==> src/rtl/natalius_port_hub.sv <==
// Port-I/O hub: decodes the core port bus onto NUM_CH strobe/ack channels,
// stalls the core while a channel is busy, and flags ack timeouts.
module natalius_port_hub #(
  parameter int                DATA_W      = 8,
  parameter int                ADDR_W      = 8,
  parameter int                NUM_CH      = 4,
  parameter logic [ADDR_W-1:0] BASE_ADDR   = 8'h00,
  parameter logic [ADDR_W-1:0] STATUS_ADDR = 8'hFF,
  parameter int                TIMEOUT     = 15
) (
  input  logic                     clk,
  input  logic                     rst,
  input  logic [ADDR_W-1:0]        port_addr,
  input  logic                     read_e,
  input  logic                     write_e,
  input  logic [DATA_W-1:0]        cpu_wdata,
  output logic [DATA_W-1:0]        cpu_rdata,
  output logic                     hold,
  output logic [NUM_CH-1:0]        ch_rd,
  output logic [NUM_CH-1:0]        ch_wr,
  output logic [DATA_W-1:0]        ch_wdata,
  input  logic [NUM_CH*DATA_W-1:0] ch_rdata,
  input  logic [NUM_CH-1:0]        ch_ack,
  output logic                     bus_err
);
  localparam int IDX_W = (NUM_CH > 1) ? $clog2(NUM_CH) : 1;
  localparam int TMR_W = $clog2(TIMEOUT + 1);

  typedef enum logic [1:0] {IDLE, ACCESS, WAIT, DONE} state_t;
  state_t state, state_nx;

  logic [IDX_W-1:0]               idx;
  logic                           dir_wr;
  logic [DATA_W-1:0]              wdata_q;
  logic [TMR_W-1:0]               timer;
  logic [3:0]                     err_ch;
  logic [DATA_W-1:0]              status_word;
  logic [NUM_CH-1:0][DATA_W-1:0]  rdata_arr;

  assign rdata_arr = ch_rdata;

  // One extra bit so addresses below BASE_ADDR show up as a negative offset
  logic [ADDR_W:0] offs;
  logic            hit, is_status, request, ack_sel, tmo;
  logic [DATA_W-1:0] rd_sel;

  assign offs      = {1'b0, port_addr} - {1'b0, BASE_ADDR};
  assign hit       = !offs[ADDR_W] && (offs < (ADDR_W+1)'(NUM_CH));
  assign is_status = (port_addr == STATUS_ADDR);
  assign request   = read_e | write_e;
  assign ack_sel   = ch_ack[idx];
  assign rd_sel    = rdata_arr[idx];
  assign tmo       = (timer == TMR_W'(TIMEOUT));

  always_comb begin
    status_word              = '0;
    status_word[DATA_W-1]    = bus_err;
    status_word[3:0]         = err_ch;
  end

  always_comb begin
    state_nx = state;
    case (state)
      IDLE:    if (request) state_nx = hit ? ACCESS : DONE;
      ACCESS:  state_nx = ack_sel ? DONE : WAIT;
      WAIT:    if (ack_sel || tmo) state_nx = DONE;
      DONE:    state_nx = IDLE;
      default: state_nx = IDLE;
    endcase
  end

  always_ff @(posedge clk) begin
    if (rst) begin
      state     <= IDLE;
      cpu_rdata <= '0;
      wdata_q   <= '0;
      bus_err   <= 1'b0;
      err_ch    <= '0;
      timer     <= '0;
      idx       <= '0;
      dir_wr    <= 1'b0;
    end else begin
      state <= state_nx;
      case (state)
        IDLE: if (request) begin
          if (hit) begin
            idx     <= offs[IDX_W-1:0];
            dir_wr  <= write_e;
            wdata_q <= cpu_wdata;
          end else if (is_status) begin
            if (write_e) begin
              if (cpu_wdata[DATA_W-1]) begin
                bus_err <= 1'b0;
                err_ch  <= '0;
              end
            end else cpu_rdata <= status_word;
          end else if (!write_e) cpu_rdata <= '0;
        end
        ACCESS: begin
          timer <= TMR_W'(1);
          if (ack_sel && !dir_wr) cpu_rdata <= rd_sel;
        end
        WAIT: begin
          // Ack is checked first so a last-cycle ack beats the timeout
          if (ack_sel) begin
            if (!dir_wr) cpu_rdata <= rd_sel;
          end else if (tmo) begin
            bus_err <= 1'b1;
            err_ch  <= 4'(idx);
            if (!dir_wr) cpu_rdata <= '1;
          end else timer <= timer + 1'b1;
        end
        default: ;
      endcase
    end
  end

  for (genvar i = 0; i < NUM_CH; i++) begin : g_lane
    assign ch_rd[i] = !rst && (state == ACCESS) && !dir_wr && (idx == IDX_W'(i));
    assign ch_wr[i] = !rst && (state == ACCESS) &&  dir_wr && (idx == IDX_W'(i));
  end

  assign ch_wdata = wdata_q;
  assign hold     = !rst && ((state == IDLE && request && hit) ||
                             state == ACCESS || state == WAIT);
endmodule

==> config.mk <==
export PLATFORM = sky130hd
export DESIGN_NAME = natalius_port_hub
export DESIGN_NICKNAME = d
export VERILOG_FILES = /design/src/rtl/natalius_port_hub.sv
export SDC_FILE = /design/constraint.sdc
export NUM_CORES = 1
export LEC_CHECK = 0
export BUFFER_PORTS_ARGS = -buffer_cell sky130_fd_sc_hd__buf_2
export CAP_MARGIN = 20
export CELL_PAD_IN_SITES_DETAIL_PLACEMENT = 2
export CELL_PAD_IN_SITES_GLOBAL_PLACEMENT = 2
export CORE_AREA = 2 2 89 91
export CTS_CLUSTER_SIZE = 28
export DETAILED_ROUTE_END_ITERATION = 8
export DIE_AREA = 0 0 91 93
export PLACE_DENSITY = 0.73
export SETUP_SLACK_MARGIN = 0.3
export SYNTH_ARGS = -nofsm -noshare
export SYNTH_HDL_FRONTEND = slang
export SYNTH_SLANG_ARGS = --single-unit
==> constraint.sdc <==
create_clock -name clk -period 2.8 [get_ports clk]
set_input_delay 0.56 -clock clk [delete_from_list [all_inputs] [get_ports clk]]
set_output_delay 0.56 -clock clk [all_outputs]
set_load 0.03 [all_outputs]
### Yosys cells after proc, flatten, opt, wreduce, memory -nomap -nowiden

Index checks and enable logic that the tools add are counted.

* flip-flop bits (word level): 30
* input port bits: 56
* output and inout bits: 26
* logic and storage cells: 103

* add/subtract/negate cells: 1
* magnitude comparators: 2
* equal/unequal tests: 22
* multiplexer cells: 39
* bitwise logic cells: 1
* reduce and logical (&&, ||, !) cells: 30

Operators with widths (count)
* 8-bit 2-to-1 mux: 11
* 4-bit 2-to-1 mux: 9
* 8-bit one-hot mux with 3 select lines: 1
* 2-bit != test (second input constant): 11
* 8-bit binary-select mux with 2-bit select: 1
* 4-bit one-hot mux with 2 select lines: 2
* 8-bit AND reduction: 2
* 1-bit logical AND: 15
* 1-bit 2-to-1 mux: 9
* 3-bit != test (second input constant): 3
* 2-bit == test (second input constant): 4
* 8-bit == test (second input constant): 1
* 8-bit by 3-bit less-than comparator with 1-bit output (second input constant): 1
* 2-bit one-hot mux with 4 select lines: 1
* 2-bit 2-to-1 mux: 3
* 3-bit AND reduction: 2
* 4-bit by 1-bit adder with 4-bit output (second input constant): 1
* 2-bit by 1-bit == test with 1-bit output (second input constant): 2
* 4-bit == test (second input constant): 1
* 2-bit logical NOT: 2
* 2-bit nonzero test: 2
* 1-bit logical OR: 3
* 2-bit by 3-bit less-than comparator with 1-bit output (second input constant): 1
* 3-bit nonzero test: 1
* other kinds (5): 6

### Longest topological paths before layout

* depth in word-level cells: 6
* mapped depth: 9

### Least setup slack after synthesis

No wires, ideal clock.

* path type: register -> output
* start: register state[0]
* end: output hold
* data arrival time: 2.480 ns
* required time: 2.240 ns
* path slack: -0.240 ns
* stages on the path, launching flop included: 9
* cells stage by stage: dfxtp_1 > inv_1 > ha_1 > buf_2 > or4b_2 > nor4_4 > o21ai_0 > buf_2 > a21oi_1

* cells in the longest elaborated chain, start to end: 6

RTL lines
* from (decl): line 30 `state_t state, state_nx;`
* from (signal assigned): line 83 `state <= state_nx;`
* 2-bit logical NOT: line 124 `assign hold = !rst && ((state == IDLE && request && hit) ||`
* 1-bit logical AND (2 in a row): line 124
* 1-bit logical OR: line 124
* 1-bit logical OR (*): line 125 `state == ACCESS || state == WAIT);`
* 1-bit logical AND (*): line 124
* to (decl): line 18 `output logic hold,`

Every way passes the cells marked *; elsewhere a longest branch is shown, timed or not.

### Final worst setup path

* start: register state[1]
* end: output hold

Same word-level chain as after synthesis.

==> impl_metrics.env <==
export IMPL_status="finished clean"
export IMPL_cts_max_level=1
export IMPL_place_port_buffers=81
export IMPL_met2_length_um=3050
export IMPL_viasPerCell=4.73
export IMPL_wl_per_cell_um=15.8
export IMPL_cts_buffers=3
export IMPL_rsz0062_at_grt="true"
export IMPL_core_um2=7530
export IMPL_vias=1754
export IMPL_die_y_um=93
export IMPL_antenna_found_initial=0
export IMPL_synth_largest_area_cell="dfxtp_1"
export IMPL_grt_pass1_wl_um=9710
export IMPL_fin_crit_ps=2470
export IMPL_initial_core_util_pct=22.4
export IMPL_r2r_slack_ps=510
export IMPL_hold_start="err_ch[0]"
export IMPL_p_leak_nw=1.06
export IMPL_drc_errors=0
export IMPL_cts_sinks=28
export IMPL_fin_crit_sh_pct=88.2
export IMPL_finalHoldViolations=0
export IMPL_antenna_cells=0
export IMPL_gp_congestion=0.780
export IMPL_synthTopCellsByCount="dfxtp_1 (28), nor2_1 (23), o21ai_0 (17)"
export IMPL_hpwl_um=4620
export IMPL_highest_layer="met4"
export IMPL_ios=82
export IMPL_synthCells=187
export IMPL_worstMarginPinSlew_ps=555
export IMPL_clk_root_buffer_cell="clkbuf_8"
export IMPL_wl_met1_um=2570
export IMPL_num_fill_cells=909
export IMPL_cts_tree="yes"
export IMPL_wl_met3_um=205
export IMPL_die_w_um=91
export IMPL_yosysUniqueCellTypes=38
export IMPL_max_slew_margin_pct=62.7
export IMPL_first_global_vias=1878
export IMPL_drt_pass1_iterations=3
export IMPL_globalRouteTotalUtil_pct=14.0
export IMPL_gr_total_overflow=0
export IMPL_wl_um=5880
export IMPL_holdBufCountCts=0
export IMPL_synth_top_cell_area_share_pct=33.2
export IMPL_setup_tns_ps=0
export IMPL_r2r_start="state[0]"
export IMPL_synth_ff_type="dfxtp_1"
export IMPL_fp_row_count=32
export IMPL_final_nets=331
export IMPL_crit_path_end_kind="output pin"
export IMPL_syn_area_um2=1690
export IMPL_area_delta_synth_final_pct=38.0
export IMPL_postLayoutCoreUtil_pct=31.0
export IMPL_drt_iter0_drc=23
export IMPL_peakVddDrop_uv=205
export IMPL_clkTransAtPathRegs_ps=100
export IMPL_synth_nets=248
export IMPL_layout_drive_gt1_share_pct=42.8
export IMPL_synth_ff_latch_count=28
export IMPL_total_power_mw=1.53
export IMPL_cp_data_required_time_ps=2240
export IMPL_insertion_delay_ps=290
export IMPL_syn_mean_instance_area_um2=9.03
export IMPL_final_setup_worst_slack_ps=331
export IMPL_clockBufferDepth=2
export IMPL_multi_input_area_um2=1070
export IMPL_synth_edf_count=0
export IMPL_regArea_um2=568
export IMPL_async_flop_share_pct=0
export IMPL_synthMostInstantiatedCell="dfxtp_1"
export IMPL_worstPathArrival_ps=1910
export IMPL_setup_violations=0
export IMPL_power_density_nw_per_um2=656
export IMPL_ys_seq_area_share_pct=33.2
export IMPL_clock_skew_ps=5.33
export IMPL_crit_type="register to output pin"
export IMPL_cp_max_fo=2
export IMPL_place_worst_setup_slack_ps=219
export IMPL_crit_path_start_kind="register"
export IMPL_drv_slew=0
export IMPL_maxCapViolations=0
export IMPL_ys_warn_count=0
export IMPL_clock_fmax_mhz=405
export IMPL_final_antenna_net_count=0
export IMPL_fp_dieArea_um2=8460
export IMPL_startpoint="state[1]"
export IMPL_fin_hold_ws_ps=471
export IMPL_min_path_type="register to register"
export IMPL_grt_max_degree=28
export IMPL_synth_area_top_cells="dfxtp_1 (33%), mux4_2 (11%), mux2i_1 (7.7%)"
## logic make-up (layout without fill, tap and decap cells)
| family | Yosys count | count (layout) | synth area share [%] |
|---|---|---|---|
| adder cells (fa/ha/maj) | 5 | 5 | 3.71 |
| XOR/XNOR | 2 | 2 | 1.04 |
| flip-flops | 28 | 28 | 33.2 |
| AND/OR/NAND/NOR | 67 | 67 | 20.8 |
| multiplexers | 22 | 22 | 19.9 |
| AO/OA/AOI/OAI | 45 | 45 | 16.2 |
| buffers and inverters | 18 | 100 | 5.19 |
## state kept, by name, summed over array words and instances (netlist names)
register,flops
state,2
ch_wdata,8
cpu_rdata,8
idx,2
err_ch,2
timer,4
dir_wr,1
bus_err,1
## final timing paths
path,end,cells after the start
worst max-delay path,hold,7
worst min register to register,err_ch[0],2
worst min-delay path,err_ch[0],2
worst max register to register,cpu_rdata[6],8
## what timing repair did
action	CTS	global route
gates resized for setup	5	0
setup buffers	4	0
pin swaps	3	0
setup endpoints to repair	1	1
## worst max-delay path: stages (launching register included)
cell,delay (ps)
dfxtp_4,360
inv_2,70
ha_4,140
or4b_4,470
nor4_4,180
o21ai_2,130
a21oi_4,140
buf_6,140
## routing by layer
metal / up-vias / GRT usage [%]
li1: 850 / -
met1: 863 / 18.1
met2: 37 / 25.1
met3: 4 / 2.01
met4: 0 / 3.03
met5: - / 0
## area by class of cell
| cell class | count | share of cell area, % |
|---|---|---|
| clock buffer | 4 | 2.36 |
| timing repair buffer | 91 | 20.9 |
| multi-input combinational | 141 | 46.0 |
| tap | 102 | 5.48 |
| sequential | 28 | 24.4 |
| inverter | 5 | 0.913 |
## power breakdown
group / switching [mW] / internal, mW
Sequential: 0.0387 / 0.462
Clock: 0.142 / 0.127
Combinational: 0.457 / 0.300
Total: 0.638 / 0.889
## placed cells by master (no fill, tap or decap), types with 4 or more instances in the layout
cell and instances:
a21oi_1 12, buf_2 80, buf_4 10, clkbuf_8 4
dfxtp_1 26, ha_1 4, mux2i_1 13, mux4_2 8
nand2_1 14, nand4_1 5, nor2_1 23, nor3_1 6
o21ai_0 16, or3_1 6
## stage by stage
stage	instance area (µm²)	instances
final	2330	371
after floorplan	1730	187
after global placement	2230	363
after CTS	2330	371
after detailed placement	2230	363
after global routing	2330	371
Note: power is estimated with default switching activity, not from simulation.
